### src/rtl/mdio_phy_responder_if.sv
// MDIO pad bundle between a clause-22 management master and a PHY-side
// responder. The master owns MDC and presents the resolved pad value on
// mdio_in; the responder returns its drive value and output enable.
interface mdio_phy_responder_if;
  logic MDC;
  logic mdio_in;
  logic mdio_out;
  logic mdio_oe;

  modport master (
    output MDC,
    output mdio_in,
    input  mdio_out,
    input  mdio_oe
  );

  modport slave (
    input  MDC,
    input  mdio_in,
    output mdio_out,
    output mdio_oe
  );
endinterface

### src/rtl/mdio_phy_responder.sv
// Clause-22 MDIO responder (PHY side) emulating a DP83848 register subset.
// MDC is oversampled in the clk_100Mz domain: MDC and mdio_in each pass a
// 2-FF synchronizer, and every protocol step happens on a detected rising
// edge of the synchronized MDC. Pad outputs move 3 system cycles after the
// MDC pin edge (2 synchronizer stages + 1 output register).
module mdio_phy_responder #(
  parameter logic [4:0]  PHY_ADDR = 5'h01,
  parameter logic [15:0] BMCR_RST = 16'h3100
) (
  input  logic                  clk_100Mz,
  input  logic                  reset_N,
  mdio_phy_responder_if.slave   mdio,
  input  logic                  link_up,
  output logic                  wr_stb,
  output logic [4:0]            wr_addr,
  output logic [15:0]           wr_data,
  output logic                  rd_stb
);

  localparam logic [15:0] ANAR_RST = 16'h01E1;
  localparam logic [5:0]  PRE_LEN  = 6'd32;

  typedef enum logic [2:0] {
    S_IDLE  = 3'd0,
    S_ST2   = 3'd1,
    S_OP    = 3'd2,
    S_PHYAD = 3'd3,
    S_REGAD = 3'd4,
    S_TA    = 3'd5,
    S_DATA  = 3'd6,
    S_SKIP  = 3'd7
  } state_t;

  // Synchronizer and edge-detect registers
  logic        r_mdc_s1;
  logic        r_mdc_s2;
  logic        r_mdc_d;
  logic        r_mdi_s1;
  logic        r_mdi_s2;

  // Protocol state
  state_t      r_state;
  logic [5:0]  r_pre_cnt;
  logic [4:0]  r_bit_cnt;
  logic [15:0] r_shift;
  logic        r_is_read;
  logic [4:0]  r_phyad;
  logic [4:0]  r_regad;

  // Writable registers
  logic [15:0] r_bmcr;
  logic [15:0] r_anar;

  // Registered outputs
  logic        r_mdio_out;
  logic        r_mdio_oe;
  logic        r_wr_stb;
  logic [4:0]  r_wr_addr;
  logic [15:0] r_wr_data;
  logic        r_rd_stb;

  logic        w_rise;
  logic        w_mdi;
  logic [15:0] w_shift_in;

  // Read-side register map; status bits track link_up live.
  function automatic logic [15:0] f_reg_read(
    input logic [4:0]  addr,
    input logic [15:0] bmcr,
    input logic [15:0] anar,
    input logic        link
  );
    logic [15:0] val;
    case (addr)
      5'h00:   val = bmcr;
      5'h01:   val = 16'h7849 | {13'h0000, link, 2'b00};
      5'h02:   val = 16'h2000;
      5'h03:   val = 16'h5C90;
      5'h04:   val = anar;
      5'h10:   val = {15'h0000, link};
      default: val = 16'h0000;
    endcase
    return val;
  endfunction

  assign w_rise     = r_mdc_s2 & ~r_mdc_d;
  assign w_mdi      = r_mdi_s2;
  assign w_shift_in = {r_shift[14:0], w_mdi};

  assign mdio.mdio_out = r_mdio_out;
  assign mdio.mdio_oe  = r_mdio_oe;
  assign wr_stb        = r_wr_stb;
  assign wr_addr       = r_wr_addr;
  assign wr_data       = r_wr_data;
  assign rd_stb        = r_rd_stb;

  // Bring MDC and MDIO into the system domain and keep a delayed MDC for edge detection
  always_ff @(posedge clk_100Mz or negedge reset_N) begin
    if (!reset_N) begin
      r_mdc_s1 <= 1'b0;
      r_mdc_s2 <= 1'b0;
      r_mdc_d  <= 1'b0;
      r_mdi_s1 <= 1'b0;
      r_mdi_s2 <= 1'b0;
    end else begin
      r_mdc_s1 <= mdio.MDC;
      r_mdc_s2 <= r_mdc_s1;
      r_mdc_d  <= r_mdc_s2;
      r_mdi_s1 <= mdio.mdio_in;
      r_mdi_s2 <= r_mdi_s1;
    end
  end

  // Frame FSM: preamble, start, opcode, addresses, turnaround, data, register commit
  always_ff @(posedge clk_100Mz or negedge reset_N) begin
    if (!reset_N) begin
      r_state    <= S_IDLE;
      r_pre_cnt  <= 6'd0;
      r_bit_cnt  <= 5'd0;
      r_shift    <= 16'h0000;
      r_is_read  <= 1'b0;
      r_phyad    <= 5'h00;
      r_regad    <= 5'h00;
      r_bmcr     <= BMCR_RST;
      r_anar     <= ANAR_RST;
      r_mdio_out <= 1'b0;
      r_mdio_oe  <= 1'b0;
      r_wr_stb   <= 1'b0;
      r_wr_addr  <= 5'h00;
      r_wr_data  <= 16'h0000;
      r_rd_stb   <= 1'b0;
    end else begin
      // Strobes are single-cycle unless re-asserted below.
      r_wr_stb <= 1'b0;
      r_rd_stb <= 1'b0;
      if (w_rise) begin
        case (r_state)
          S_IDLE: begin
            // Saturating count of consecutive ones; a zero only starts a
            // frame once a full preamble has been seen.
            if (w_mdi) begin
              if (r_pre_cnt != PRE_LEN) begin
                r_pre_cnt <= r_pre_cnt + 6'd1;
              end
            end else if (r_pre_cnt == PRE_LEN) begin
              r_pre_cnt <= 6'd0;
              r_state   <= S_ST2;
            end else begin
              r_pre_cnt <= 6'd0;
            end
          end

          S_ST2: begin
            if (w_mdi) begin
              r_bit_cnt <= 5'd0;
              r_state   <= S_OP;
            end else begin
              r_state <= S_IDLE;
            end
          end

          S_OP: begin
            r_shift <= w_shift_in;
            if (r_bit_cnt == 5'd1) begin
              r_bit_cnt <= 5'd0;
              case ({r_shift[0], w_mdi})
                2'b10: begin
                  r_is_read <= 1'b1;
                  r_state   <= S_PHYAD;
                end
                2'b01: begin
                  r_is_read <= 1'b0;
                  r_state   <= S_PHYAD;
                end
                default: r_state <= S_IDLE;
              endcase
            end else begin
              r_bit_cnt <= r_bit_cnt + 5'd1;
            end
          end

          S_PHYAD: begin
            r_shift <= w_shift_in;
            if (r_bit_cnt == 5'd4) begin
              r_phyad   <= w_shift_in[4:0];
              r_bit_cnt <= 5'd0;
              r_state   <= S_REGAD;
            end else begin
              r_bit_cnt <= r_bit_cnt + 5'd1;
            end
          end

          S_REGAD: begin
            // The pad stays released on this edge; a matching read only
            // starts driving on the following one.
            r_shift <= w_shift_in;
            if (r_bit_cnt == 5'd4) begin
              r_regad   <= w_shift_in[4:0];
              r_bit_cnt <= 5'd0;
              if (r_phyad == PHY_ADDR) begin
                r_state <= S_TA;
              end else begin
                r_state <= S_SKIP;
              end
            end else begin
              r_bit_cnt <= r_bit_cnt + 5'd1;
            end
          end

          S_TA: begin
            if (r_is_read) begin
              // Second half of turnaround: drive 0 and snapshot the register
              // so later changes cannot disturb the frame in flight.
              r_mdio_oe  <= 1'b1;
              r_mdio_out <= 1'b0;
              r_rd_stb   <= 1'b1;
              r_shift    <= f_reg_read(r_regad, r_bmcr, r_anar, link_up);
              r_bit_cnt  <= 5'd0;
              r_state    <= S_DATA;
            end else begin
              r_shift <= w_shift_in;
              if (r_bit_cnt == 5'd1) begin
                r_bit_cnt <= 5'd0;
                if ({r_shift[0], w_mdi} == 2'b10) begin
                  r_state <= S_DATA;
                end else begin
                  r_state <= S_IDLE;
                end
              end else begin
                r_bit_cnt <= r_bit_cnt + 5'd1;
              end
            end
          end

          S_DATA: begin
            if (r_is_read) begin
              if (r_bit_cnt == 5'd16) begin
                // Bit 0 has had its full MDC period; release the pad.
                r_mdio_oe  <= 1'b0;
                r_mdio_out <= 1'b0;
                r_bit_cnt  <= 5'd0;
                r_state    <= S_IDLE;
              end else begin
                r_mdio_out <= r_shift[15];
                r_shift    <= {r_shift[14:0], 1'b0};
                r_bit_cnt  <= r_bit_cnt + 5'd1;
              end
            end else begin
              r_shift <= w_shift_in;
              if (r_bit_cnt == 5'd15) begin
                r_bit_cnt <= 5'd0;
                r_state   <= S_IDLE;
                case (r_regad)
                  5'h00: begin
                    // Self-clearing soft reset bit restores the idle value.
                    if (w_shift_in[15]) begin
                      r_bmcr <= BMCR_RST & 16'h7FFF;
                    end else begin
                      r_bmcr <= w_shift_in;
                    end
                    r_wr_stb  <= 1'b1;
                    r_wr_addr <= r_regad;
                    r_wr_data <= w_shift_in;
                  end
                  5'h04: begin
                    r_anar    <= w_shift_in;
                    r_wr_stb  <= 1'b1;
                    r_wr_addr <= r_regad;
                    r_wr_data <= w_shift_in;
                  end
                  default: begin
                    // Read-only or unimplemented: silently dropped.
                    r_wr_stb <= 1'b0;
                  end
                endcase
              end else begin
                r_bit_cnt <= r_bit_cnt + 5'd1;
              end
            end
          end

          S_SKIP: begin
            // Another PHY's frame: let the TA and data bits pass untouched.
            if (r_bit_cnt == 5'd17) begin
              r_bit_cnt <= 5'd0;
              r_state   <= S_IDLE;
            end else begin
              r_bit_cnt <= r_bit_cnt + 5'd1;
            end
          end

          default: begin
            r_state    <= S_IDLE;
            r_pre_cnt  <= 6'd0;
            r_bit_cnt  <= 5'd0;
            r_mdio_oe  <= 1'b0;
            r_mdio_out <= 1'b0;
          end
        endcase
      end else begin
        // No MDC edge: hold every piece of frame state.
        r_state <= r_state;
      end
    end
  end

endmodule

### src/flat_wrapper.sv
// flat-port wrapper written by rule: the top's interface ports become plain ports
module mdio_phy_responder_flat 
#(
  parameter logic [4:0]  PHY_ADDR = 5'h01,
  parameter logic [15:0] BMCR_RST = 16'h3100
)
  (clk_100Mz, reset_N, link_up, wr_stb, wr_addr, wr_data, rd_stb, mdio_MDC, mdio_mdio_in, mdio_mdio_out, mdio_mdio_oe);
  mdio_phy_responder_if mdio_i ();
  input  logic clk_100Mz;
  input  logic reset_N;
  input  logic link_up;
  output logic wr_stb;
  output logic [4:0] wr_addr;
  output logic [15:0] wr_data;
  output logic rd_stb;
  input wire logic [$bits(mdio_i.MDC)-1:0] mdio_MDC;
  input wire logic [$bits(mdio_i.mdio_in)-1:0] mdio_mdio_in;
  output wire logic [$bits(mdio_i.mdio_out)-1:0] mdio_mdio_out;
  output wire logic [$bits(mdio_i.mdio_oe)-1:0] mdio_mdio_oe;
  assign mdio_i.MDC = mdio_MDC;
  assign mdio_i.mdio_in = mdio_mdio_in;
  assign mdio_mdio_out = mdio_i.mdio_out;
  assign mdio_mdio_oe = mdio_i.mdio_oe;
  mdio_phy_responder #(.PHY_ADDR(PHY_ADDR), .BMCR_RST(BMCR_RST)) u_core (.clk_100Mz(clk_100Mz), .reset_N(reset_N), .mdio(mdio_i), .link_up(link_up), .wr_stb(wr_stb), .wr_addr(wr_addr), .wr_data(wr_data), .rd_stb(rd_stb));
endmodule
### config.mk
export PLATFORM = sky130hd
export DESIGN_NAME = mdio_phy_responder_flat
export DESIGN_NICKNAME = d
export VERILOG_FILES = /design/src/rtl/mdio_phy_responder_if.sv /design/src/rtl/mdio_phy_responder.sv /design/src/flat_wrapper.sv
export SDC_FILE = /design/constraint.sdc
export NUM_CORES = 1
export LEC_CHECK = 0
export CAP_MARGIN = 20
export CORE_ASPECT_RATIO = 0.75
export CORE_MARGIN = 4
export CORE_UTILIZATION = 61
export CTS_BUF_LIST = sky130_fd_sc_hd__clkbuf_8
export DETAILED_ROUTE_END_ITERATION = 10
export GPL_TIMING_DRIVEN = 0
export PLACE_DENSITY = 0.94
export SYNTH_ARGS = -nofsm -noshare
export SYNTH_HDL_FRONTEND = slang
export SYNTH_SLANG_ARGS = --single-unit
### constraint.sdc
create_clock -name clk_100Mz -period 2.4 [get_ports clk_100Mz]
set_input_delay 0.48 -clock clk_100Mz [delete_from_list [all_inputs] [get_ports clk_100Mz]]
set_output_delay 0.48 -clock clk_100Mz [all_outputs]
set_load 0.02 [all_outputs]
==> results.cfg, run 1 <==
[route]
wl_met1_um = 4848
dr.pass1.iters = 5
drc = 0
postRouteAntennaNets = 0
routedWlPerCell_um = 18.26
wl_met3_um = 822
finalWirelength_um = 11010
wl_met2_um = 5199
highest_layer = met4
vias = 3717
viasPerCell = 6.164
drt-initial-drc-count = 362

[cts]
htreeDepth = 3
hold_buffers = 0
cts_inserted_buffers = 9
path_clk_slew_ns = 0.10
cts_tree = yes
cts_root_buf = clkbuf_8
cts_sinks = 102
clkLatencyLatePin_ns = 0.37
clock_path_buffers = 2

[job]
max_cap_viol_count = 0

[die]
fp.coreArea_um2 = 7533
die_h_um = 85.33
chipWidth_um = 111.1
start_util = 0.6456
num_io_pins = 30
dieArea_um2 = 9480
row_count = 27

[critical_path]
end_kind = register
crit_type = reg -> reg
regToRegEndpoint = u_core.r_state[0]
crit_arrival_ns = 2.62
rrSetupSlack_ns = 0.04
reg2reg_depth = 8
timing.rr.start = u_core.r_bit_cnt[0]
crit_path_max_fanout = 7
worstPathRequired_ns = 2.66
startpoint_type = register

[timing]
final_hold_viol_count = 0
worst_pin_slew_ns = 0.6601
fin_tns_setup_ns = 0
fin_crit_ns = 2.357
post-route-period-util = 0.9822
max_freq_mhz = 424.2
setup_violations = 0
relSlewSlack = 0.5600
skew_ns = 0.01069
slew_violations = 0

[global_routing]
grt_overflow = 0
grt_first_pass_wirelength_um = 18010
grt_usage = 0.2370
antenna_found_initial = 0
grt_start_max_net_pins = 78
grt_pass1_vias = 3729

[synth]
synth_area_um2 = 4863
yosysUniqueCellTypes = 55
synth_top_cell_by_area = dfrtp_1
synth.net_count = 469
seq_area_frac_synth = 0.5269
yosysTopAreaCellShare = 0.4837
synth_edf_count = 0
synthArstFlopShare = 1.000
synthFlopType = dfrtp_1
ys_ff_latch = 102
synth_area_leaders = dfrtp_1, mux2_2, o21ai_0
synth.avg_cell_area_um2 = 10.69
synthCells = 455
yosysWarnings = 0

[pwr]
p_leak_nw = 2.528
ir_drop_mv = 0.3197
p_per_area_nw_per_um2 = 530.5

[final_layout]
finalInstanceArea_um2 = 5590
multi_input_area_um2 = 2192
drive_gt1_frac = 0.1932
num-fill-cells = 472
final_nets = 511
regArea_um2 = 2562
antenna_cells = 0
area_delta_synth_final_pct = 14.95
utilization = 0.7421

[placed_design]
io_buffers = 29
routabilityCongestion = 0.8885
placed_area_um2 = 5305
hpwl_um = 7482

[status]
status = completed

[hold_path]
worstHoldPathType = in -> async
## power breakdown
part	switching, mW	internal [mW]	total, mW
registers	0.0219	1.74	1.76
logic	0.0769	0.0365	0.113
clock network	0.581	0.509	1.09
total	0.680	2.29	2.97
## Yosys cell counts, types with 2 or more instances
cell type	count
mux2_2	38
a31oi_1	3
nand2_1	61
nor4_1	2
a22oi_1	15
buf_2	8
or3_1	3
o22ai_1	2
a21o_1	2
xor2_1	3
nand4_1	2
mux2i_1	6
o31ai_1	2
nand3b_1	12
buf_1	2
clkbuf_1	16
inv_1	12
dfstp_2	8
dfrtp_1	94
mux2_4	5
nor3_1	10
nand2b_1	6
nor4b_1	3
nand4bb_1	2
or2_2	2
ha_1	9
o21ai_0	46
a211oi_1	2
nor2_1	27
nor2b_1	12
nor4_4	2
nand3_1	7
a21oi_1	9
## sequential cells by signal, indices dropped and copies added, names as in the netlist, 3 cells and up
name              count
u_core.r_state        3
u_core.wr_data       16
u_core.r_pre_cnt      6
u_core.r_anar        16
u_core.wr_addr        5
u_core.r_regad        5
u_core.r_bmcr        15
u_core.r_phyad        5
u_core.r_bit_cnt      5
u_core.r_shift       16
## layout make-up
| class | instances | share of cell area |
|---|---|---|
| Sequential cell | 102 | 0.4584 |
| Inverter | 12 | 0.008057 |
| Clock buffer | 10 | 0.02462 |
| Timing Repair Buffer | 32 | 0.05976 |
| Tap cell | 101 | 0.02261 |
| Multi-Input combinational cell | 314 | 0.3921 |
| Buffer | 26 | 0.02328 |
| Clock inverter | 6 | 0.01119 |
## critical path: stages, from the launching register on
cell and delay [ns]:
dfrtp_1 0.42, ha_2 0.22, and3_4 0.21, ha_4 0.14, nor2b_2 0.15, a211oi_2 0.08
nor4_4 0.48, o211ai_1 0.23, mux2_4 0.34
## worst max-delay path by stage
stage / start / endpoint / slack [ns] / depth (start not counted)
final: u_core.r_bit_cnt[0] / u_core.r_state[0] / 0.04 / 8
after floorplan: u_core.r_bit_cnt[0] / u_core.r_state[0] / 0.21 / 8
after global placement: reset_N / u_core.wr_addr[3] / -2.73 / 1
after detailed placement: u_core.r_bit_cnt[0] / u_core.wr_data[15] / -0.21 / 7
after CTS: u_core.r_bit_cnt[0] / u_core.r_state[0] / 0.04 / 8
after global routing: u_core.r_bit_cnt[0] / u_core.r_state[0] / -0.04 / 8
## routing by layer
layer,global-route usage,vias up
li1,-,1685
met1,0.3284,1819
met2,0.3783,192
met3,0.04847,21
met4,0.08066,0
met5,0,-
## per-stage QoR
step                total power [mW]  setup WS [ns]  hold WS [ns]  instances
CTS                            2.964        0.04140       0.02564        602
floorplan                      1.840         0.2121        0.1844        455
global route                   3.078       -0.03551       0.03148        603
global placement               1.891         -2.731        0.3356        585
finish                         2.966        0.04278       0.01566        603
detailed placement             1.908        -0.2098        0.3347        586
## repair_timing
action / in CTS / in global routing
pin swaps: 1 / 3
setup buffers: 1 / 1
resized for setup: 2 / 17
endpoints found under the setup margin: 38 / 36
endpoints found under the hold margin: 0 / 0
## cells by family after synthesis
kind of cell,share of synthesized area
muxes,0.1158
adders and majority gates,0.02521
DFF,0.5269
AOI/OAI and AO/OA,0.1171
and+or+nand+nor,0.1760
buffers and inverters,0.03370
xor gates and xnor gates,0.005404
## cells in the final DEF, fill, tap and decap left out, types with 11 or more instances in the layout
master	synthesis	final
a22oi_1	15	15
nand2_1	61	61
nor2b_1	12	11
inv_1	12	14
o21ai_0	46	45
dfrtp_1	94	94
clkbuf_1	16	14
mux2_2	38	37
clkdlybuf4s50_1	0	28
nand3b_1	12	12
nor2_1	27	27
Note: power is estimated with default switching activity, not from simulation.
==> inputs of run 2 (changes only) <==
Settings changed: ABC_AREA set to 1, CORE_UTILIZATION 61 to 62, SKIP_LAST_GASP set to 1.
==> run 2 against run 1 <==
Net effect: clock power is 10% higher; first-iteration DRC count up 13%; worst setup slack improved by 0.18 ns; worst hold slack gained 0.14 ns; highest routed layer unchanged; synthesized cell count grew 38%; routed wire length up 14%; critical path type unchanged.
==> results.cfg, run 2 <==
[route]
dr.pass1.iters = 6
drt-initial-drc-count = 410
routedWlPerCell_um = 16.11
postRouteAntennaNets = 0
vias = 4551
viasPerCell = 5.842
finalWirelength_um = 12550
drc = 0

[final_layout]
antenna_cells = 0
area_delta_synth_final_pct = 12.71
final_common_cell = nand2_1
layout_common_cells = nand2_1, dfrtp_1, nor2_1, inv_1, nand3_1
num-fill-cells = 576
drive_gt1_frac = 0.1454
final_nets = 683
utilization = 0.7326

[synth]
synthCells = 628
synthArstFlopShare = 1.000
yosysTopAreaCellShare = 0.4491
synthFlopType = dfrtp_1
yosys-top-cells-count = nand2_1, dfrtp_1, nor2_1
yosysWarnings = 0
synth.net_count = 642
synth_area_leaders = dfrtp_1, nand2_1, nor2_1
ys_ff_latch = 102
yosysUniqueCellTypes = 37
synth_top_cell_by_area = dfrtp_1
synth.avg_cell_area_um2 = 8.340
synth_area_um2 = 5238
synth_edf_count = 0
synth_most_common_cell = nand2_1
seq_area_frac_synth = 0.4892

[timing]
relSlewSlack = 0.5089
worst_pin_slew_ns = 0.7366
rsz0062_at_grt = no
slew_violations = 0
max_freq_mhz = 458.3
post-route-period-util = 0.9092
fin_crit_ns = 2.182
fin_tns_setup_ns = 0
final_hold_viol_count = 0
hold_slack_ns = 0.1513
setup_violations = 0
worst_slack_ns = 0.2179
skew_ns = 0.01054

[cts]
htreeDepth = 3
cts_tree = yes
post_cts_buffers = 0
clock_path_buffers = 2
clkLatencyLatePin_ns = 0.38
path_clk_slew_ns = 0.10
cts_root_buf = clkbuf_8
cts_sinks = 102
cts_inserted_buffers = 9

[pwr]
power_frac_comb = 0.031
switchingPower_uw = 690.1
sw_frac_of_total = 0.2270
p_per_area_nw_per_um2 = 515.1
power_mw = 3.041
p_seq_frac = 0.576
power_frac_clock = 0.394
ir_drop_mv = 0.5158
p_leak_nw = 2.861
p_int_mw = 2.351

[status]
status = completed

[hold_path]
worstHoldPathType = in -> async

[die]
start_util = 0.6500
die_h_um = 87.60
chipWidth_um = 114.1
row_count = 28
num_io_pins = 30
dieArea_um2 = 9997
fp.coreArea_um2 = 8058

[critical_path]
worstPathRequired_ns = 2.66
regToRegEndpoint = u_core.wr_data[8]
path_buf_inv = 4
crit_type = reg -> reg
reg2reg_depth = 12
worstPathCellList = ha_1, nand3_1, inv_1, ha_1, inv_1, nor2_4, nand3_4, nor2_4, inv_2, nand2_4, clkbuf_8, a21oi_1
crit_arrival_ns = 2.44
crit_family = simple AND/OR/NAND/NOR gates
crit_cells = 12
startpoint_type = register
crit_path_max_fanout = 10
cpPeakStageDelay_ns = 0.44
end_kind = register
rrSetupSlack_ns = 0.22
timing.rr.start = u_core.r_bit_cnt[0]
slowest_stage = dfrtp_1

[placed_design]
hpwl_um = 9180
io_buffers = 29
dp_worst_setup_slack_ns = 0.2007
routabilityCongestion = 0.9362

[global_routing]
grt_usage = 0.2717
grt_start_max_net_pins = 58
antenna_found_initial = 0
grt_overflow = 0
grt_pass1_vias = 4360
grt_first_pass_wirelength_um = 21150

[job]
max_cap_viol_count = 0
==> run 2: changes by cell type in the layout (fill, tap and decap cells not counted), sizes merged, moves of 7 or more <==
cell | previous run | this run
nand4 | 2 | 23
a22oi | 15 | 0
o31ai | 2 | 13
nand2 | 62 | 148
mux2 | 43 | 0
nand3b | 12 | 1
inv | 15 | 74
a21oi | 9 | 39
nor2 | 27 | 92
nor2b | 12 | 0
nand3 | 7 | 46
nor3 | 10 | 3
clkbuf | 27 | 16
==> run 2: kinds of logic (layout without fill, tap and decap cells) <==
| group | Yosys count | in the layout | synth area share |
|---|---|---|---|
| flops | 102 | 102 | 0.4893 |
| simple gates | 313 | 313 | 0.2762 |
| buf+inv | 97 | 143 | 0.08552 |
| xor+xnor | 2 | 2 | 0.003345 |
| fa+ha+maj | 9 | 9 | 0.02150 |
| compound gates | 105 | 105 | 0.1242 |
==> run 2: layout make-up <==
| type | count | area [um^2] | share of cell area |
|---|---|---|---|
| Inverter | 74 | 277.8 | 0.04705 |
| Sequential cell | 102 | 2562 | 0.4341 |
| Clock inverter | 7 | 97.59 | 0.01653 |
| Tap cell | 105 | 131.4 | 0.02226 |
| Timing Repair Buffer | 30 | 307.8 | 0.05214 |
| Buffer | 23 | 170.2 | 0.02883 |
| Multi-Input combinational cell | 429 | 2232 | 0.3781 |
| Clock buffer | 9 | 123.9 | 0.02098 |
==> run 2: per-stage QoR <==
stage,instance area [um^2],cells
4_1_cts,5898,779
5_1_grt,5903,779
3_5_place_dp,5677,763
2_1_floorplan,5238,628
3_3_place_gp,5659,762
6_report,5903,779
==> run 2: power by group through the flow <==
stage               sequential, mW  combinational, mW  clock, mW
CTS                           1.75             0.0957       1.21
global route                  1.75              0.109       1.29
global placement              1.78             0.0864          0
finish                        1.75             0.0939       1.20
floorplan                     1.78             0.0396          0
detailed placement            1.78             0.0953          0
==> run 2: what timing repair did <==
| item | in CTS | in global routing |
|---|---|---|
| hold buffers | 0 | 0 |
| endpoints found under the setup margin | 0 | 18 |
| gates resized for setup | 0 | 1 |
==> run 2: worst max path at each step <==
stage	from	endpoint	slack (ns)
floorplan	u_core.r_bit_cnt[0]	u_core.r_anar[14]	0.51
global placement	reset_N	u_core.wr_data[3]	-2.77
detailed placement	u_core.r_bit_cnt[0]	u_core.wr_data[8]	0.20
CTS	u_core.r_bit_cnt[0]	u_core.wr_data[8]	0.16
global route	u_core.r_bit_cnt[0]	u_core.wr_data[12]	0.02
finish	u_core.r_bit_cnt[0]	u_core.wr_data[8]	0.22
==> run 2: worst register-to-register path, stage by stage (launching register included) <==
cell,delay [ns]
dfrtp_1,0.44
ha_1,0.21
nand3_1,0.12
inv_1,0.08
ha_1,0.15
inv_1,0.08
nor2_4,0.17
nand3_4,0.10
nor2_4,0.18
inv_2,0.09
nand2_4,0.15
clkbuf_8,0.22
a21oi_1,0.08
==> run 2: metal layers <==
metal	track usage	part of all wire	wire, um
met3	0.06975	0.10	1249
met2	0.4038	0.44	5539
met5	0	0	0
met1	0.3960	0.44	5584
met4	0.08630	0.014	174
==> inputs of run 3 (changes only) <==
Settings changed: CORE_UTILIZATION 62 to 56, PLACE_DENSITY 0.94 to 0.91.
Clock period 2.4 ns to 1.98 ns, I/O delays scaled along.
==> run 3 against run 2 <==
Net effect: clock skew is 0.0017 ns higher; flip-flop and latch count unchanged; fmax rose by 11%; sequential share of layout area fell by 1.7 points; largest cell class unchanged; total power increased by 16%; highest routed layer unchanged.
==> results.cfg, run 3 (same netlist as run 2, synthesis figures left out) <==
[status]
status = completed

[critical_path]
worstPathRequired_ns = 2.23
end_kind = register
worstPathCellList = ha_2, nand3_4, inv_2, ha_2, inv_2, nor2_4, nand4_4, nand2_8, clkbuf_16, a21oi_1
reg2reg_depth = 10
crit_type = reg -> reg
startpoint_type = register
crit_arrival_ns = 2.22
slowest_stage = dfrtp_1
regToRegEndpoint = u_core.wr_data[12]
timing.rr.start = u_core.r_bit_cnt[0]
crit_path_max_fanout = 10
rrSetupSlack_ns = 0.009
cpPeakStageDelay_ns = 0.39

[cts]
path_clk_slew_ns = 0.09
hold_buffers = 0
cts_root_buf = clkbuf_8
clkLatencyLatePin_ns = 0.37
cts_tree = yes
clock_path_buffers = 2
cts_sinks = 102
cts_inserted_buffers = 9
htreeDepth = 3

[timing]
setup_violations = 0
post-route-period-util = 0.9954
slew_violations = 0
rsz0062_at_grt = yes
worst_pin_slew_ns = 0.6385
skew_ns = 0.01227
final_hold_viol_count = 0
relSlewSlack = 0.5743
fin_crit_ns = 1.971
max_freq_mhz = 507.4

[global_routing]
grt_pass1_vias = 4421
grt_overflow = 0
grt_first_pass_wirelength_um = 21650
grt_usage = 0.2461
grt_start_max_net_pins = 59
antenna_found_initial = 0

[pwr]
p_seq_frac = 0.599
switchingPower_uw = 811.8
p_leak_nw = 2.948
sw_frac_of_total = 0.2295
ir_drop_mv = 0.4107
p_int_mw = 2.726
p_per_area_nw_per_um2 = 576.0
power_frac_comb = 0.033
power_mw = 3.538
power_frac_clock = 0.367

[placed_design]
hpwl_um = 9242
io_buffers = 29
routabilityCongestion = 0.9423
placed_area_um2 = 5713
placed_cells = 786

[route]
dr.pass1.iters = 5
routedWlPerCell_um = 16.46
vias = 4665
postRouteAntennaNets = 0
viasPerCell = 5.738
finalWirelength_um = 13390
drc = 0
drt-initial-drc-count = 574

[final_layout]
fin_cells = 813
area_delta_synth_final_pct = 17.27
num-fill-cells = 716
final_nets = 694
utilization = 0.6762
finalInstanceArea_um2 = 6142
layout_common_cells = nand2_1, dfrtp_1, nor2_1, inv_1, nand3_1
final_common_cell = nand2_1
antenna_cells = 0
drive_gt1_frac = 0.1839

[die]
num_io_pins = 30
dieArea_um2 = 10980
start_util = 0.5766
die_h_um = 91.76
chipWidth_um = 119.7
fp.coreArea_um2 = 9084
row_count = 30

[hold_path]
worstHoldPathType = in -> async

[job]
max_cap_viol_count = 0
run 3: cell types whose count changed in the layout (fill, tap and decap cells not counted), moves of 3 or more:
cell	change
buf_4	+12
buf_2	-3
nand3_2	+4
nand3_1	-5
clkbuf_8	+3
run 3: layer usage:
layer	GRT usage	vias to the layer above	wire (um)
met3	0.05857	37	1371
met2	0.3783	277	6135
li1	-	2136	-
met5	0	-	0
met4	0.06673	0	235
met1	0.3519	2215	5643
run 3: power by group through the flow:
stage	clock, mW	combinational, mW	sequential (mW)
after floorplan	0	0.0479	2.16
after global placement	0	0.105	2.16
after detailed placement	0	0.120	2.16
after CTS	1.30	0.120	2.12
after global routing	1.39	0.139	2.12
final	1.30	0.118	2.12
run 3: worst max-delay path by stage:
stage / endpoint / cells past startpoint / startpoint
floorplan: u_core.r_anar[14] / 13 / u_core.r_bit_cnt[0]
global placement: u_core.r_pre_cnt[1] / 1 / reset_N
detailed placement: u_core.wr_data[13] / 12 / u_core.r_bit_cnt[0]
CTS: u_core.r_shift[7] / 10 / u_core.r_bit_cnt[0]
global route: u_core.wr_data[5] / 11 / u_core.r_bit_cnt[0]
finish: u_core.wr_data[12] / 10 / u_core.r_bit_cnt[0]
run 3: repair_timing:
item,in CTS,in global routing
pin swaps,4,6
gates cloned,0,1
setup endpoints to repair,53,72
resized for setup,12,27
buffers inserted,6,4
run 3: per-stage QoR:
step	worst slack (ns)	TNS (ns)	hold slack, ns
6_report	0.009079	0	0.02365
4_1_cts	-0.001218	-0.001218	0.03664
5_1_grt	-0.06861	-1.226	0.04614
3_5_place_dp	-0.2264	-7.760	0.3355
2_1_floorplan	0.09124	0	0.1004
3_3_place_gp	-3.135	-314.06	0.3316
run 3: critical path: cells and delay by family, from the launching register on:
| family | cells | cell delay, ns |
|---|---|---|
| compound gates | 1 | 0.07 |
| fa+ha+maj | 2 | 0.38 |
| buf+inv | 3 | 0.30 |
| flops | 1 | 0.39 |
| simple gates | 4 | 0.71 |
run 3: area by class of cell:
type                    count  area (um^2)  area share
plain buffers              23        224.0     0.03646
clock buffers              13        178.9     0.02913
clock inverters             3        17.52    0.002852
inverters                  74        284.0     0.04624
multi-input cells         429         2300      0.3744
flip-flops and latches    102         2562      0.4172
well taps                 128        160.2     0.02607
repair buffers             41        415.4     0.06763
